==> config.mk <==
export PLATFORM = sky130hd
export DESIGN_NAME = instr_prefetch_flat
export DESIGN_NICKNAME = d
export VERILOG_FILES = /design/src/rtl/cpu_pkg.sv /design/src/rtl/instr_prefetch_if.sv /design/src/rtl/fetch_fifo.sv /design/src/rtl/instr_prefetch.sv /design/src/flat_wrapper.sv
export SDC_FILE = /design/constraint.sdc
export NUM_CORES = 1
export LEC_CHECK = 0
export CAP_MARGIN = 20
export CORE_UTILIZATION = 58
export CTS_CLUSTER_DIAMETER = 30
export DETAILED_ROUTE_END_ITERATION = 10
export MAX_ROUTING_LAYER = met4
export PLACE_DENSITY = 0.84
export RECOVER_POWER = 25
export SKIP_LAST_GASP = 1
export SLEW_MARGIN = 10
export SYNTH_ARGS = -nofsm -noshare
export SYNTH_HDL_FRONTEND = slang
export SYNTH_SLANG_ARGS = --single-unit
==> constraint.sdc <==
create_clock -name clk -period 4.7 [get_ports clk]
set_input_delay 0.47 -clock clk [delete_from_list [all_inputs] [get_ports clk]]
set_output_delay 0.47 -clock clk [all_outputs]
set_load 0.02 [all_outputs]
==> src/rtl/cpu_pkg.sv <==
// Shared CPU front-end types: PC/instruction widths, halt opcode, fetch FSM states.
// No logic and no latency of its own; it only holds types and a decode helper.
// Imported by the prefetch interface, the queue and the prefetch top.
package cpu_pkg;

  localparam int PC_W    = 8;
  localparam int INSTR_W = 16;
  localparam logic [3:0] OP_HALT = 4'hF;

  typedef enum logic {
    RUN  = 1'b0,
    HALT = 1'b1
  } fetch_state_e;

  typedef struct packed {
    logic [PC_W-1:0]    pc;
    logic [INSTR_W-1:0] instr;
  } fetch_entry_t;

  // True when the opcode field of an instruction is the halt opcode.
  function automatic logic is_halt(input logic [INSTR_W-1:0] instr);
    return instr[INSTR_W-1 -: 4] == OP_HALT;
  endfunction

endpackage

==> src/rtl/instr_prefetch_if.sv <==
// Bundle of the prefetcher's imem, redirect and decode-side signals.
// No latency; wiring only. Decode backpressure travels on dec_ready.
// master = prefetch unit, slave = surrounding core / imem / decode.
interface instr_prefetch_if;
  import cpu_pkg::*;

  logic [PC_W-1:0]    imem_addr;
  logic [INSTR_W-1:0] imem_instr;
  logic               redirect;
  logic [PC_W-1:0]    redirect_pc;
  logic               dec_valid;
  logic               dec_ready;
  logic [INSTR_W-1:0] dec_instr;
  logic [PC_W-1:0]    dec_pc;
  logic               halted;

  modport master (
    output imem_addr, dec_valid, dec_instr, dec_pc, halted,
    input  imem_instr, redirect, redirect_pc, dec_ready
  );

  modport slave (
    input  imem_addr, dec_valid, dec_instr, dec_pc, halted,
    output imem_instr, redirect, redirect_pc, dec_ready
  );

endinterface

==> src/rtl/fetch_fifo.sv <==
// DEPTH-entry queue of {pc, instr} with flush, count and a combinational head.
// Latency 1: a push is visible at the head the cycle after it is written.
// Caller must not push when full unless popping; flush beats push and pop.
module fetch_fifo
  import cpu_pkg::*;
#(
  parameter int DEPTH = 4,
  parameter int CNT_W = $clog2(DEPTH + 1)
) (
  input  logic               clk,
  input  logic               reset,
  input  logic               i_push,
  input  fetch_entry_t       i_push_dat,
  input  logic               i_pop,
  input  logic               i_flush,
  output logic [CNT_W-1:0]   o_count,
  output fetch_entry_t       o_head_dat
);

  localparam int PTR_W = $clog2(DEPTH);

  fetch_entry_t     r_mem [DEPTH];
  logic [PTR_W-1:0] r_wr_ptr;
  logic [PTR_W-1:0] r_rd_ptr;
  logic [CNT_W-1:0] r_count;

  // Pointers and occupancy; flush empties the queue without touching storage.
  always_ff @(posedge clk or posedge reset) begin
    if (reset) begin
      r_wr_ptr <= '0;
      r_rd_ptr <= '0;
      r_count  <= '0;
    end else if (i_flush) begin
      r_wr_ptr <= '0;
      r_rd_ptr <= '0;
      r_count  <= '0;
    end else begin
      if (i_push) r_wr_ptr <= r_wr_ptr + PTR_W'(1);
      if (i_pop)  r_rd_ptr <= r_rd_ptr + PTR_W'(1);
      if (i_push && !i_pop)      r_count <= r_count + CNT_W'(1);
      else if (i_pop && !i_push) r_count <= r_count - CNT_W'(1);
    end
  end

  // Entry storage; data needs no reset because occupancy gates its use.
  always_ff @(posedge clk) begin
    if (i_push && !i_flush) r_mem[r_wr_ptr] <= i_push_dat;
  end

  assign o_count    = r_count;
  assign o_head_dat = r_mem[r_rd_ptr];

endmodule

==> src/rtl/instr_prefetch.sv <==
// Instruction prefetcher: fetch PC + RUN/HALT FSM feeding a fetch_fifo to decode.
// Latency 1: an instruction fetched in cycle N is at dec_* in cycle N+1 when empty.
// Stalls fetch when the queue is full and not popping; redirect flushes and restarts.
// Optional FETCH_STATS_EN adds flush_count (saturating total of flushed entries).
module instr_prefetch
  import cpu_pkg::*;
#(
  parameter int DEPTH = 4
) (
  input  logic                clk,
  input  logic                reset,
`ifdef FETCH_STATS_EN
  output logic [15:0]         flush_count,
`endif
  instr_prefetch_if.master    bus
);

  localparam int CNT_W = $clog2(DEPTH + 1);

  fetch_state_e     r_state;
  logic [PC_W-1:0]  r_fetch_pc;
  logic             r_halted;

  logic [CNT_W-1:0] w_count;
  fetch_entry_t     w_head;
  fetch_entry_t     w_push_dat;
  logic             w_pop;
  logic             w_push;

  // Redirect wins over everything: nothing is handed to decode in a flush cycle.
  assign w_pop  = bus.dec_valid && bus.dec_ready && !bus.redirect;
  assign w_push = (r_state == RUN) && !bus.redirect &&
                  ((w_count < CNT_W'(DEPTH)) || w_pop);

  assign w_push_dat = '{pc: r_fetch_pc, instr: bus.imem_instr};

  fetch_fifo #(
    .DEPTH (DEPTH),
    .CNT_W (CNT_W)
  ) u_fifo (
    .clk        (clk),
    .reset      (reset),
    .i_push     (w_push),
    .i_push_dat (w_push_dat),
    .i_pop      (w_pop),
    .i_flush    (bus.redirect),
    .o_count    (w_count),
    .o_head_dat (w_head)
  );

  // Fetch FSM: advance PC on each push, stop after queuing a halt, restart on redirect.
  always_ff @(posedge clk or posedge reset) begin
    if (reset) begin
      r_state    <= RUN;
      r_fetch_pc <= '0;
      r_halted   <= 1'b0;
    end else if (bus.redirect) begin
      r_state    <= RUN;
      r_fetch_pc <= bus.redirect_pc;
      r_halted   <= 1'b0;
    end else if (w_push) begin
      r_fetch_pc <= r_fetch_pc + PC_W'(1);
      if (is_halt(bus.imem_instr)) begin
        r_state  <= HALT;
        r_halted <= 1'b1;
      end
    end
  end

`ifdef FETCH_STATS_EN
  logic [15:0] r_flush_count;
  logic [16:0] w_flush_sum;

  assign w_flush_sum = {1'b0, r_flush_count} + 17'(w_count);

  // Accumulate entries thrown away by redirects, pinned at all-ones.
  always_ff @(posedge clk or posedge reset) begin
    if (reset) begin
      r_flush_count <= '0;
    end else if (bus.redirect) begin
      r_flush_count <= w_flush_sum[16] ? 16'hFFFF : w_flush_sum[15:0];
    end
  end

  assign flush_count = r_flush_count;
`endif

  assign bus.imem_addr = r_fetch_pc;
  assign bus.dec_valid = (w_count != '0);
  assign bus.dec_instr = w_head.instr;
  assign bus.dec_pc    = w_head.pc;
  assign bus.halted    = r_halted;

endmodule

==> src/flat_wrapper.sv <==
// flat-port wrapper written by rule: the top's interface ports become plain ports
module instr_prefetch_flat import cpu_pkg::*;
#(
  parameter int DEPTH = 4
)
  (clk, reset, bus_imem_addr, bus_dec_valid, bus_dec_instr, bus_dec_pc, bus_halted, bus_imem_instr, bus_redirect, bus_redirect_pc, bus_dec_ready);
  instr_prefetch_if bus_i ();
  input  logic clk;
  input  logic reset;
  output wire logic [$bits(bus_i.imem_addr)-1:0] bus_imem_addr;
  output wire logic [$bits(bus_i.dec_valid)-1:0] bus_dec_valid;
  output wire logic [$bits(bus_i.dec_instr)-1:0] bus_dec_instr;
  output wire logic [$bits(bus_i.dec_pc)-1:0] bus_dec_pc;
  output wire logic [$bits(bus_i.halted)-1:0] bus_halted;
  input wire logic [$bits(bus_i.imem_instr)-1:0] bus_imem_instr;
  input wire logic [$bits(bus_i.redirect)-1:0] bus_redirect;
  input wire logic [$bits(bus_i.redirect_pc)-1:0] bus_redirect_pc;
  input wire logic [$bits(bus_i.dec_ready)-1:0] bus_dec_ready;
  assign bus_imem_addr = bus_i.imem_addr;
  assign bus_dec_valid = bus_i.dec_valid;
  assign bus_dec_instr = bus_i.dec_instr;
  assign bus_dec_pc = bus_i.dec_pc;
  assign bus_halted = bus_i.halted;
  assign bus_i.imem_instr = bus_imem_instr;
  assign bus_i.redirect = bus_redirect;
  assign bus_i.redirect_pc = bus_redirect_pc;
  assign bus_i.dec_ready = bus_dec_ready;
  instr_prefetch #(.DEPTH(DEPTH)) u_core (.clk(clk), .reset(reset), .bus(bus_i));
endmodule
* Word-level counts from Yosys, hierarchy flattened
Memories as Yosys holds them, arrays and structs flattened.
Index checks and enable logic that the tools add are counted.
** Cells by class
- $add $sub $neg :: 5
- $lt $le $gt $ge :: 1
- Equality and inequality tests :: 1
- Mux-type cells :: 14
- Bitwise logic cells :: 1
- Reduce and logical (&&, ||, !) cells :: 17
** Operators with widths (count)
- two-way mux 8 bit :: 2
- two-way mux 3 bit :: 3
- adder 8 x 1 -> 8 bit, second input constant :: 1
- two-way mux 2 bit :: 4
- logical AND 1 bit :: 7
- nonzero test 2 bit :: 3
- nonzero test 3 bit :: 2
- two-way mux 1 bit :: 5
- adder 2 x 1 -> 2 bit, second input constant :: 2
- equality test 4 bit, second input constant :: 1
- adder 3 x 1 -> 3 bit, second input constant :: 1
- zero test 1 bit :: 3
- less-than comparator 3 bit, second input constant :: 1
- subtractor 3 x 1 -> 3 bit, second input constant :: 1
- AND reduction 2 bit :: 1
- logical OR 1 bit :: 1
- NOT 1 bit :: 1
** Storage, ports and cells
- Register bits after elaboration :: 16
- Bits in writable memories :: 96
- Output and inout port bits :: 34
- Memories kept :: 1
** Memories
- u_core.u_fifo.r_mem :: depth 4, bits a word 24, rd ports 1, clocked after memory_dff 0, write ports 1, line fetch_fifo.sv:22 : fetch_entry_t r_mem [DEPTH];

* Longest topological paths before layout
- Depth in word-level cells :: 10
- Mapped depth :: 7
- Mapped depth without buffers :: 6

* Modules after synthesis
Synthesis repeated with hierarchy kept, for this count alone.
** Unflattened totals
- Cell total of the unflattened synthesis :: 238
- Area total of the unflattened synthesis :: 4521.8 um2
** Modules (own cells, without submodules)
- fetch_fifo :: times used 1, cells an instance 171, area each 3946.3 um2, seq. area each 3057.9 um2
- instr_prefetch :: times used 1, cells an instance 67, area each 575.6 um2, seq. area each 225.2 um2

* Worst setup path before layout
No wires, ideal clock.
- Path type :: reg-to-reg
- Start :: register u_core.r_state
- End :: memory u_core.u_fifo.r_mem[0][0] (netlist name), enable pin
- Arrival :: 1.701 ns
- Required time :: 4.317 ns
- Slack :: 2.616 ns
- Stages on the path, launching flop included :: 5
- Buffers on the path :: 2
- Clock period less this slack :: 2.084 ns
- Cells stage by stage :: dfrtp_1 -> clkbuf_1 -> buf_2 -> nor3_1 -> and2_1
** Between the ends
- Cells in the longest elaborated chain, start to end :: 6
** RTL lines
- start, declared :: line instr_prefetch.sv:20 : fetch_state_e r_state;
- start signal, assigned :: line instr_prefetch.sv:54 : r_state <= RUN;
- start signal, assigned :: line instr_prefetch.sv:58 : r_state <= RUN;
- start signal, assigned :: line instr_prefetch.sv:64 : r_state <= HALT;
- NOT 1 bit :: line instr_prefetch.sv:32 : assign w_push = (r_state == RUN) && !bus.redirect &&
- logical AND 1 bit (2 in a row) :: line instr_prefetch.sv:32
- logical AND 1 bit :: line fetch_fifo.sv:47 : if (i_push && !i_flush) r_mem[r_wr_ptr] <= i_push_dat;
- two-way mux 1 bit :: line fetch_fifo.sv:47
- two-way mux 1 bit (not written as such) :: line fetch_fifo.sv:47
- end, declared :: line fetch_fifo.sv:22
No other way between the ends.

* Worst setup path in the final report
- Start :: register u_core.u_fifo.r_rd_ptr[0]
- End :: output port bus_dec_pc[4]
** Between the ends
- Cells in the longest elaborated chain, start to end :: 1
** RTL lines
- start, declared :: line fetch_fifo.sv:24 : logic [PTR_W-1:0] r_rd_ptr;
- start signal, assigned :: line fetch_fifo.sv:39 : if (i_pop) r_rd_ptr <= r_rd_ptr + PTR_W'(1);
- memory (4 x 24 bit)
- end, declared :: line flat_wrapper.sv:13 : output wire logic [$bits(bus_i.dec_pc)-1:0] bus_dec_pc;
No other way between the ends.

==> results_dict.tcl <==
set metrics [dict create \
    setup.worst_path.start_class "flop" \
    rsz_0062_raised_after_global_routing "no" \
    syn2layout_area_growth_pct 21.8 \
    first_iter_violations 144 \
    max_freq_mhz 337 \
    critPathBufInv 1 \
    detailroute.via_count 2421 \
    setup_slack_ns 1.74 \
    syn_inst 245 \
    fill_cells 429 \
    worstPathCellList "mux4_2, clkdlybuf4s50_1" \
    arrival_ns 2.49 \
    finalMaxSlewViolations 0 \
    setup.reg_to_reg.worst_slack_ns 2.12 \
    tritoncts "yes" \
    number_of_antenna_violations_at_the_first_check_in_global_routing 0 \
    timing.setup.critical_path_class "flop to output pin" \
    cpLargestDelayFamily "flip-flops" \
    grt.overflow.total 0 \
    drt-pass1-iter-count 4 \
    clkTransAtPathRegs_ns 0.10 \
    crit_cells 2 \
    vdd.ir_drop.worst_uv 253 \
    crit_path_max_incr_delay_ns 0.92 \
    worst_skew_pair.late_latency_ns 0.37 \
    fin_hold_ws_ns 0.484 \
    syn_area_mm2 0.00451 \
    power.density_mw_per_mm2 461 \
    root_driver "sky130_fd_sc_hd__clkbuf_8" \
    crit_path_end_kind "output pin" \
    core_area_mm2 0.00737 \
    cts_hold_repair.buffers 0 \
    layout.nets 342 \
    initial_utilization 0.612 \
    finalHoldViolCount 0 \
    synthFlopType "sky130_fd_sc_hd__edfxtp_1" \
    layout_commonest_cell "sky130_fd_sc_hd__edfxtp_1" \
    clock_path_buffers 2 \
    yosys_warnings 0 \
    tritoncts_buffer_count 9 \
    worst_slew_pin_slew_ns 1.01 \
    total_leakage_power_nw 1.82 \
    viasPerCell 5.88 \
    critical_path_required_ns 4.23 \
    port_buffers 61 \
    antenna-diode-count 0 \
    postSynthNetCount 279 \
    post_synth.cell_area_avg_um2 18.4 \
    globalRouteTotalUtil 0.215 \
    num_rows 31 \
    r2r-end "u_core.u_fifo.r_mem[0][10]$_DFFE_PP_" \
    rr_worst_depth 4 \
    fin_crit_sh 0.631 \
    cap_viol_max_count 0 \
    totalWireLength_um 7870 \
    post-route-drc-count 0 \
    count_of_pins_on_the_block_boundary 62 \
    dp_slack_ns 1.59 \
    outcome "finished, final reports clean" \
    r2r-start "u_core.u_fifo.o_count[2]$_DFFE_PP0P_" \
    h-tree-depth 3 \
    count_of_instances_resized_after_the_clock_tree_is_built 0 \
    ys_seq_area_frac 0.728 \
    grt_pass1_wl_um 12700 \
    setup_tns_ns 0 \
    synth_async_sr_flop_share 0.143 \
    layout.cells.most_common_list "sky130_fd_sc_hd__edfxtp_1, sky130_fd_sc_hd__clkdlybuf4s50_1, sky130_fd_sc_hd__mux4_2" \
    cp_slowest_cell "sky130_fd_sc_hd__dfrtp_2" \
    crit_path_end "bus_dec_pc[4]" \
    ys_types 40 \
    fp.dieArea_mm2 0.00813 \
    synth_edf_count 96 \
    critical_path_peak_fanout 26 \
    postRouteAntennaNets 0 \
    die_x_um 90.2 \
    grt_max_degree 27 \
    dpl.hpwl_um 5010 \
    design_power_total_mw 2.53 \
    synth-seq-cells 112 \
    die_h_um 90.2 \
    first_global_vias 2561 \
    class_of_the_most_critical_hold_timing_path "input pin to asynchronous set/reset pin" \
    worstSetupStartpoint "u_core.u_fifo.r_rd_ptr[0]$_DFFE_PP0P_" \
    cts_setup_buffers 0 \
    min_period_ns 2.96 \
    timing.final.setup_violations 0 \
    clock-sinks 112 \
    fin_worst_skew_ns 0.00960 \
    wl_per_cell_um 19.1 \
    maxSlewHeadroom 0.327 \
    fraction_of_final_layout_cells_sized_beyond_drive_strength_1 0.153 \
    place.gp.congestion 0.824 \
]
[worst min path at each step]
| stage | to | start | cells after the start | slack [ns] |
|---|---|---|---|---|
| after detailed placement | u_core.u_fifo.r_mem[1][23]$_DFFE_PP_ | u_core.bus.imem_addr[7]$_DFFE_PP0P_ | 0 | 0.58 |
| final | u_core.u_fifo.r_wr_ptr[1]$_DFFE_PP0P_ | reset | 2 | 0.48 |
| after global routing | u_core.u_fifo.r_wr_ptr[1]$_DFFE_PP0P_ | reset | 2 | 0.54 |
| after floorplan | u_core.bus.imem_addr[0]$_DFFE_PP0P_ | reset | 1 | 0.38 |
| after global placement | u_core.u_fifo.r_mem[2][23]$_DFFE_PP_ | u_core.bus.imem_addr[7]$_DFFE_PP0P_ | 0 | 0.56 |
| after CTS | u_core.u_fifo.r_wr_ptr[1]$_DFFE_PP0P_ | reset | 2 | 0.49 |
[synth_stat cells (5+ instances only)]
cell | n | area share
sky130_fd_sc_hd__edfxtp_1 | 96 | 0.64
sky130_fd_sc_hd__mux4_2 | 24 | 0.12
sky130_fd_sc_hd__dfrtp_1 | 16 | 0.089
sky130_fd_sc_hd__nor2_1 | 11 | 0.0092
sky130_fd_sc_hd__inv_1 | 8 | 0.0067
sky130_fd_sc_hd__a31oi_1 | 7 | 0.0097
sky130_fd_sc_hd__and2_1 | 5 | 0.0069
sky130_fd_sc_hd__buf_2 | 5 | 0.0055
sky130_fd_sc_hd__ha_1 | 5 | 0.014
sky130_fd_sc_hd__nand2_1 | 5 | 0.0042
sky130_fd_sc_hd__nand3_1 | 5 | 0.0055
sky130_fd_sc_hd__o21ai_0 | 5 | 0.0055
sky130_fd_sc_hd__o31ai_1 | 5 | 0.0083
[registers in the layout (all words and copies together), names as in the netlist]
name,cells
u_core.bus.imem_addr,8
u_core.r_state,1
u_core.u_fifo.o_count,3
u_core.u_fifo.r_mem,96
u_core.u_fifo.r_rd_ptr,2
u_core.u_fifo.r_wr_ptr,2
[layer usage]
metal  global-route usage  vias to the layer above  routed length, um
li1                     -                     1108                  -
met1                0.266                     1233               3450
met2                0.351                       65               3970
met3               0.0448                       15                296
met4               0.0887                        0                157
met5                    -                        -                  0
[per-stage QoR]
step                cells  utilization  area (um2)
floorplan             245            -        4510
global route          412        0.746        5490
finish                412        0.746        5490
detailed placement    391        0.702        5170
CTS                   407        0.730        5380
global placement      391        0.702        5170
[logic make-up (layout without fill, tap and decap cells)]
group / Yosys count / in the layout / synth area share
multiplexers: 25 / 25 / 0.122
XOR/XNOR: 2 / 2 / 0.00388
AO/OA/AOI/OAI: 32 / 32 / 0.0488
buffers and inverters: 22 / 90 / 0.0230
AND/OR/NAND/NOR: 46 / 46 / 0.0558
adder cells (fa/ha/maj): 6 / 6 / 0.0183
flip-flops: 112 / 112 / 0.728
[layout make-up]
cell class	count	area, um2	area share
multi-input combinational	111	1120	0.205
clock buffer	9	124	0.0225
tap	99	124	0.0225
sequential	112	3280	0.598
clock inverter	7	85.1	0.0155
inverter	8	30.0	0.00547
timing repair buffer	66	723	0.132
[report_power, final]
part | internal (mW) | switching, mW | total [mW]
clock | 0.256 | 0.328 | 0.585
sequential | 1.20 | 0.106 | 1.30
combinational | 0.345 | 0.302 | 0.647
total | 1.80 | 0.736 | 2.53
Power figures use the tool's default switching activity.
